$ cat src/rtl/vme_ram_rdout_if.sv
// Read-port and output-stream bundle for the VME RAM readout sequencer.
// master = sequencer side, slave = RAM read port plus downstream consumer.
interface vme_ram_rdout_if #(
    parameter int unsigned AW = 12,
    parameter int unsigned DW = 32
);
    logic          rd_en;
    logic [AW-1:0] rd_addr;
    logic [DW-1:0] rd_data;
    logic [DW-1:0] dout;
    logic          dout_valid;
    logic          dout_ready;
    logic          dout_last;

    modport master (
        output rd_en, rd_addr, dout, dout_valid, dout_last,
        input  rd_data, dout_ready
    );

    modport slave (
        input  rd_en, rd_addr, dout, dout_valid, dout_last,
        output rd_data, dout_ready
    );
endinterface

$ cat src/rtl/vme_ram_rdout.sv
// Read-side sequencer for the per-spill VME RAM: counts writes during LIVE and, on LIVE fall,
// streams the stored entries out in write order over a valid/ready port.
module vme_ram_rdout #(
    parameter int unsigned AW     = 12,
    parameter int unsigned DW     = 32,
    parameter int unsigned RD_LAT = 2,
    parameter int unsigned FDEPTH = 4
) (
    input  logic          clk,
    input  logic          reset,
    input  logic          LIVE,
    input  logic          wr_ena,
    input  logic          start_en,
    vme_ram_rdout_if.master bus,
    output logic [AW:0]   n_words,
    output logic          overflow,
    output logic          busy,
    output logic          done,
    output logic          abort_err
);
    localparam int unsigned PW = (FDEPTH > 1) ? $clog2(FDEPTH) : 1;
    localparam int unsigned CW = $clog2(FDEPTH + 1);
    localparam logic [AW:0] MaxCnt = {1'b1, {AW{1'b0}}};

    typedef enum logic [1:0] {StIdle, StRead, StDrain, StDone} state_e;

    state_e        state_q, state_d;
    logic          live_q;
    logic          rise, fall, abort;
    logic [AW:0]   wcnt_q, wcnt_d;
    logic [AW-1:0] last_wa_q, last_wa_d;
    logic          ovf_q, ovf_d;
    logic [AW-1:0] ra_q, ra_d;
    logic [AW:0]   rem_q, rem_d;
    logic [AW-1:0] first_addr;
    logic [AW:0]   total;
    logic          abort_err_q;

    logic [RD_LAT-1:0] pipe_v_q, pipe_l_q;
    logic [DW:0]       mem_q [FDEPTH];
    logic [PW-1:0]     wptr_q, rptr_q;
    logic [CW-1:0]     cnt_q;
    logic [CW:0]       occ;
    logic              credit, issue, push, pop, fifo_valid;

    assign rise  = LIVE & ~live_q;
    assign fall  = ~LIVE & live_q;
    assign busy  = (state_q == StRead) || (state_q == StDrain);
    assign done  = (state_q == StDone);
    assign abort = rise & busy;

    // Only strobes seen while LIVE is high belong to the spill; a rise restarts counting at once.
    always_comb begin
        wcnt_d    = wcnt_q;
        last_wa_d = last_wa_q;
        ovf_d     = ovf_q;
        if (rise) begin
            wcnt_d    = '0;
            last_wa_d = '0;
            ovf_d     = 1'b0;
        end
        if (LIVE && wr_ena) begin
            last_wa_d = last_wa_d + 1'b1;
            if (wcnt_d != MaxCnt) wcnt_d = wcnt_d + 1'b1;
            if (wcnt_d == MaxCnt) ovf_d = 1'b1;
        end
    end

    // Entries live at 1..N; after a wrap the oldest entry sits just past the last write.
    assign first_addr = ovf_q ? last_wa_q + 1'b1 : AW'(1);
    assign total      = ovf_q ? MaxCnt : wcnt_q;

    // Words already requested but not yet taken downstream must fit in the FIFO.
    assign occ    = {1'b0, cnt_q} + (CW + 1)'($countones(pipe_v_q));
    assign credit = occ < (CW + 1)'(FDEPTH);
    assign issue  = (state_q == StRead) && credit && !reset && !abort;

    always_comb begin
        state_d = state_q;
        ra_d    = ra_q;
        rem_d   = rem_q;
        unique case (state_q)
            StIdle: begin
                if (fall && start_en) begin
                    if (wcnt_q == '0) begin
                        state_d = StDone;
                    end else begin
                        ra_d    = first_addr;
                        rem_d   = total;
                        state_d = StRead;
                    end
                end
            end
            StRead: begin
                if (issue) begin
                    ra_d  = ra_q + 1'b1;
                    rem_d = rem_q - 1'b1;
                    if (rem_q == (AW + 1)'(1)) state_d = StDrain;
                end
            end
            StDrain: begin
                if (pipe_v_q == '0 && cnt_q == '0) state_d = StDone;
            end
            StDone:  state_d = StIdle;
            default: state_d = StIdle;
        endcase
        if (abort) state_d = StIdle;
    end

    always_ff @(posedge clk) begin
        if (reset) begin
            state_q     <= StIdle;
            live_q      <= 1'b0;
            wcnt_q      <= '0;
            last_wa_q   <= '0;
            ovf_q       <= 1'b0;
            ra_q        <= '0;
            rem_q       <= '0;
            abort_err_q <= 1'b0;
        end else begin
            state_q   <= state_d;
            live_q    <= LIVE;
            wcnt_q    <= wcnt_d;
            last_wa_q <= last_wa_d;
            ovf_q     <= ovf_d;
            ra_q      <= ra_d;
            rem_q     <= rem_d;
            if (abort) abort_err_q <= 1'b1;
        end
    end

    assign fifo_valid = (cnt_q != '0);
    assign push       = pipe_v_q[RD_LAT-1];
    assign pop        = fifo_valid && bus.dout_ready;

    always_ff @(posedge clk) begin
        if (reset || abort) begin
            pipe_v_q <= '0;
            pipe_l_q <= '0;
            wptr_q   <= '0;
            rptr_q   <= '0;
            cnt_q    <= '0;
        end else begin
            pipe_v_q <= (pipe_v_q << 1) | RD_LAT'(issue);
            pipe_l_q <= (pipe_l_q << 1) | RD_LAT'(issue && rem_q == (AW + 1)'(1));
            if (push) wptr_q <= (wptr_q == PW'(FDEPTH - 1)) ? '0 : wptr_q + 1'b1;
            if (pop)  rptr_q <= (rptr_q == PW'(FDEPTH - 1)) ? '0 : rptr_q + 1'b1;
            case ({push, pop})
                2'b10:   cnt_q <= cnt_q + 1'b1;
                2'b01:   cnt_q <= cnt_q - 1'b1;
                default: cnt_q <= cnt_q;
            endcase
        end
    end

    always_ff @(posedge clk) begin
        if (push) mem_q[wptr_q] <= {pipe_l_q[RD_LAT-1], bus.rd_data};
    end

    assign bus.rd_en      = issue;
    assign bus.rd_addr    = ra_q;
    assign bus.dout_valid = fifo_valid;
    assign bus.dout       = fifo_valid ? mem_q[rptr_q][DW-1:0] : '0;
    assign bus.dout_last  = fifo_valid & mem_q[rptr_q][DW];

    assign n_words   = wcnt_q;
    assign overflow  = ovf_q;
    assign abort_err = abort_err_q;
endmodule
$ cat src/flat_wrapper.sv
// flat-port wrapper written by rule: the top's interface ports become plain ports
module vme_ram_rdout_flat 
#(
    parameter int unsigned AW     = 12,
    parameter int unsigned DW     = 32,
    parameter int unsigned RD_LAT = 2,
    parameter int unsigned FDEPTH = 4
)
  (clk, reset, LIVE, wr_ena, start_en, n_words, overflow, busy, done, abort_err, bus_rd_en, bus_rd_addr, bus_dout, bus_dout_valid, bus_dout_last, bus_rd_data, bus_dout_ready);
  vme_ram_rdout_if #(.AW(AW), .DW(DW)) bus_i ();
  input  logic clk;
  input  logic reset;
  input  logic LIVE;
  input  logic wr_ena;
  input  logic start_en;
  output logic [AW:0] n_words;
  output logic overflow;
  output logic busy;
  output logic done;
  output logic abort_err;
  output wire logic [$bits(bus_i.rd_en)-1:0] bus_rd_en;
  output wire logic [$bits(bus_i.rd_addr)-1:0] bus_rd_addr;
  output wire logic [$bits(bus_i.dout)-1:0] bus_dout;
  output wire logic [$bits(bus_i.dout_valid)-1:0] bus_dout_valid;
  output wire logic [$bits(bus_i.dout_last)-1:0] bus_dout_last;
  input wire logic [$bits(bus_i.rd_data)-1:0] bus_rd_data;
  input wire logic [$bits(bus_i.dout_ready)-1:0] bus_dout_ready;
  assign bus_rd_en = bus_i.rd_en;
  assign bus_rd_addr = bus_i.rd_addr;
  assign bus_dout = bus_i.dout;
  assign bus_dout_valid = bus_i.dout_valid;
  assign bus_dout_last = bus_i.dout_last;
  assign bus_i.rd_data = bus_rd_data;
  assign bus_i.dout_ready = bus_dout_ready;
  vme_ram_rdout #(.AW(AW), .DW(DW), .RD_LAT(RD_LAT), .FDEPTH(FDEPTH)) u_core (.clk(clk), .reset(reset), .LIVE(LIVE), .wr_ena(wr_ena), .start_en(start_en), .bus(bus_i), .n_words(n_words), .overflow(overflow), .busy(busy), .done(done), .abort_err(abort_err));
endmodule
$ cat config.mk
export PLATFORM = sky130hd
export DESIGN_NAME = vme_ram_rdout_flat
export DESIGN_NICKNAME = d
export VERILOG_FILES = /design/src/rtl/vme_ram_rdout_if.sv /design/src/rtl/vme_ram_rdout.sv /design/src/flat_wrapper.sv
export SDC_FILE = /design/constraint.sdc
export NUM_CORES = 1
export LEC_CHECK = 0
export ABC_AREA = 1
export CAP_MARGIN = 10
export CORE_AREA = 2 2 105 158
export DETAILED_ROUTE_END_ITERATION = 12
export DIE_AREA = 0 0 107 160
export PLACE_DENSITY = 0.81
export SLEW_MARGIN = 20
export SYNTH_ARGS = -nofsm -noshare
export SYNTH_HDL_FRONTEND = slang
export SYNTH_SLANG_ARGS = --single-unit
$ cat constraint.sdc
create_clock -name clk -period 6.48 [get_ports clk]
set_clock_uncertainty 0.2 [all_clocks]
set_input_delay 1.296 -clock clk [delete_from_list [all_inputs] [get_ports clk]]
set_output_delay 1.296 -clock clk [all_outputs]
set_load 0.01 [all_outputs]
==> reports/results.ini <==
[job]
cap_viol_max_count = 0

[synth]
yosys_warnings = 0
ys.flop_type = sky130_fd_sc_hd__edfxtp_1
synth_seq_cells = 200
synth_top_cells_by_area = sky130_fd_sc_hd__edfxtp_1 (42%), sky130_fd_sc_hd__dfxtp_1 (15%), sky130_fd_sc_hd__nor2_1 (8.7%)
synth_area_per_cell_sq_um = 9.09
ys_async_sr_fraction_pct = 0
synth_largest_type_area_fraction_pct = 42.5
synthDominantAreaCellType = sky130_fd_sc_hd__edfxtp_1
synthesized_cell_area_sq_mm = 0.00933
synth_cell_types = 42
synth_seq_area_share_pct = 57.1
synth_nets = 1085
synth_enable_flop_cells = 132
netlist_instances = 1026

[global_route]
initial_antenna_violation_count = 0
largest_net_degree_at_the_start_of_global_routing = 68
via_count_of_the_first_global_routing_pass = 7107
grt_overflow = 0
track_usage_pct = 24.4
grt_first_pass_wirelength_um = 33100

[hold_path]
min_delay_path_depth = 2
hold_path_sink = u_core.pipe_l_q[1]$_SDFF_PP0_
worst_hold_startpoint = u_core.pipe_l_q[0]$_SDFF_PP0_
min-delay-path-class = register to register

[routing]
drt-wirelength-per-cell_um = 15.6
route.detailed.drc = 0
route.antenna.remaining_nets = 0
detail_route.vias_per_cell = 5.63
number_of_iterations_in_the_first_detailed_routing_pass = 5
route.final.wire_length_um = 20700
drtIter0Drc = 490
vias = 7465

[timing]
timing.slew.headroom_pct = 35.9
fin_hold_viols = 0
drv_slew = 0
finalSetupTns_ns = 0
fin_crit_sh_pct = 75.6
unrepaired_setup_endpoints_after_global_routing = no
timing_worst_slew_pin_value_ns = 0.962
max_freq_mhz = 204
finalSetupViolations = 0
layout_min_cycle_time_ns = 4.90

[finish]
mostFrequentLayoutCells = sky130_fd_sc_hd__nor2_1 (215), sky130_fd_sc_hd__o21ai_0 (134), sky130_fd_sc_hd__edfxtp_1 (132)
share_of_cells_above_drive_strength_1_pct = 6.16
fin_nets = 1167
layout_commonest_cell = sky130_fd_sc_hd__nor2_1
synthToLayoutAreaGrowth_pct = 18.3
diodes = 0
final_core_util_pct = 69.4

[clocking]
clk_pin_slew_worst_paths_ns = 0.08
clk_path_buf_depth = 2
tritoncts = done
cts_hold_repair.buffers = 0
clk_latency_ns = 0.43
clock_tree.root_cell = sky130_fd_sc_hd__clkbuf_16
cts_resized = 0
cts.repair_timing.setup_buffer_count = 0
numCtsBuffers = 17
cts_sinks = 200
h-tree-depth = 4

[critical_path]
crit_path_start_kind = primary input
r2r_cells = 11
critPathArrivalTime_ns = 3.40
critical_path.reg2reg.startpoint = u_core.state_q[1]$_SDFFE_PP0P_
critPathMaxFanout = 29
timing_worst_setup_path_type = primary input to primary output
cp-end-kind = primary output
timing.rr.end = u_core.rem_q[12]$_SDFFE_PP0P_
cp.required_ns = 4.98
reg2reg_setup_slack_ns = 3.50

[power]
peakVddDrop_mv = 0.174
power_density_mw_per_mm2 = 316
totalPowerFinal_mw = 3.49
total_leakage_power_nw = 4.10

[floorplanning]
chipWidth_um = 107
die-area_sq_mm = 0.0171
design.core.area_sq_mm = 0.0159
dieHeight_um = 160
num_rows = 57
count_of_boundary_i_o_pins = 102
initial_utilization_pct = 58.7

[placed_design]
place.port_buffers = 101
dp_hpwl_um = 13300
finalWeightedCongestion = 0.920

[outcome]
status = complete, no violations

cell families after synthesis:
family                   count (synthesis)  share of synthesized area, %
AO/OA/AOI/OAI                          245                          13.7
XOR/XNOR                                14                          1.31
adder cells (fa/ha/maj)                 21                          2.90
buffers and inverters                  141                          6.28
flip-flops                             200                          57.1
AND/OR/NAND/NOR                        405                          18.7
layer usage:
| layer | wire, um | share of wire, % | GRT usage (%) | vias to the layer above |
|---|---|---|---|---|
| met4 | 414 | 2.0 | 9.86 | 0 |
| li1 | - | - | - | 3656 |
| met2 | 11200 | 54 | 45.3 | 291 |
| met3 | 1200 | 5.8 | 3.92 | 43 |
| met1 | 7900 | 38 | 27.3 | 3475 |
| met5 | 0 | 0 | 0 | - |
critical path, cell delays in order:
cell,delay [ns]
sky130_fd_sc_hd__clkdlybuf4s50_1,0.55
sky130_fd_sc_hd__nand2_4,0.23
sky130_fd_sc_hd__inv_2,0.34
sky130_fd_sc_hd__nand2_2,0.13
sky130_fd_sc_hd__nand2_4,0.13
sky130_fd_sc_hd__inv_4,0.06
sky130_fd_sc_hd__nand2_2,0.11
sky130_fd_sc_hd__inv_1,0.05
sky130_fd_sc_hd__clkdlybuf4s50_1,0.48
synthesized netlist by cell type, types with 5 or more instances:
cell type,count
sky130_fd_sc_hd__o21ai_0,134
sky130_fd_sc_hd__a21oi_1,84
sky130_fd_sc_hd__edfxtp_1,132
sky130_fd_sc_hd__xnor2_1,8
sky130_fd_sc_hd__nand3_1,42
sky130_fd_sc_hd__dfxtp_1,68
sky130_fd_sc_hd__nor3_1,13
sky130_fd_sc_hd__xor2_1,6
sky130_fd_sc_hd__a31oi_1,9
sky130_fd_sc_hd__nor2_1,215
sky130_fd_sc_hd__clkbuf_1,34
sky130_fd_sc_hd__nand4_1,10
sky130_fd_sc_hd__ha_1,20
sky130_fd_sc_hd__buf_1,5
sky130_fd_sc_hd__nand2_1,97
sky130_fd_sc_hd__inv_1,90
sky130_fd_sc_hd__nor2_2,5
worst max path at each step:
| stage | from | endpoint | slack [ns] | depth (start not counted) |
|---|---|---|---|---|
| floorplan | LIVE | bus_rd_en | 3.16 | 7 |
| global placement | reset | bus_rd_en | 1.61 | 8 |
| detailed placement | reset | bus_rd_en | 1.60 | 8 |
| CTS | LIVE | bus_rd_en | 1.60 | 9 |
| global route | LIVE | bus_rd_en | 1.46 | 9 |
| finish | LIVE | bus_rd_en | 1.58 | 9 |
area by class of cell:
class / instances / area, sq um
clock buffer: 18 / 429
fill: 1203 / 4860
multi-input combinational: 685 / 3420
timing repair buffer: 109 / 1070
tap: 206 / 258
clock inverter: 14 / 170
sequential: 200 / 5330
inverter: 95 / 362
registers in the layout, indices dropped and copies added, names as in the netlist, 3 cells and up, named ones only:
signal	count
u_core.mem_q	132
u_core.n_words	13
u_core.cnt_q	3
u_core.bus.rd_addr	12
u_core.rem_q	13
u_core.last_wa_q	12
per-stage QoR:
step / hold slack, ns / std cells / setup slack [ns] / cell area (sq um)
finish: 0.219 / 1327 / 1.58 / 11000
global route: 0.277 / 1327 / 1.46 / 11000
global placement: 0.199 / 1295 / 1.61 / 10400
detailed placement: 0.209 / 1295 / 1.60 / 10400
floorplan: 0.194 / 1026 / 3.16 / 9330
CTS: 0.225 / 1327 / 1.60 / 11000
power by group:
part | switching (mW) | leakage [nW] | internal [mW]
Combinational | 0.532 | 2.07 | 0.359
Clock | 0.520 | 0.289 | 0.524
Sequential | 0.0991 | 1.74 | 1.46
Power figures use the tool's default switching activity.
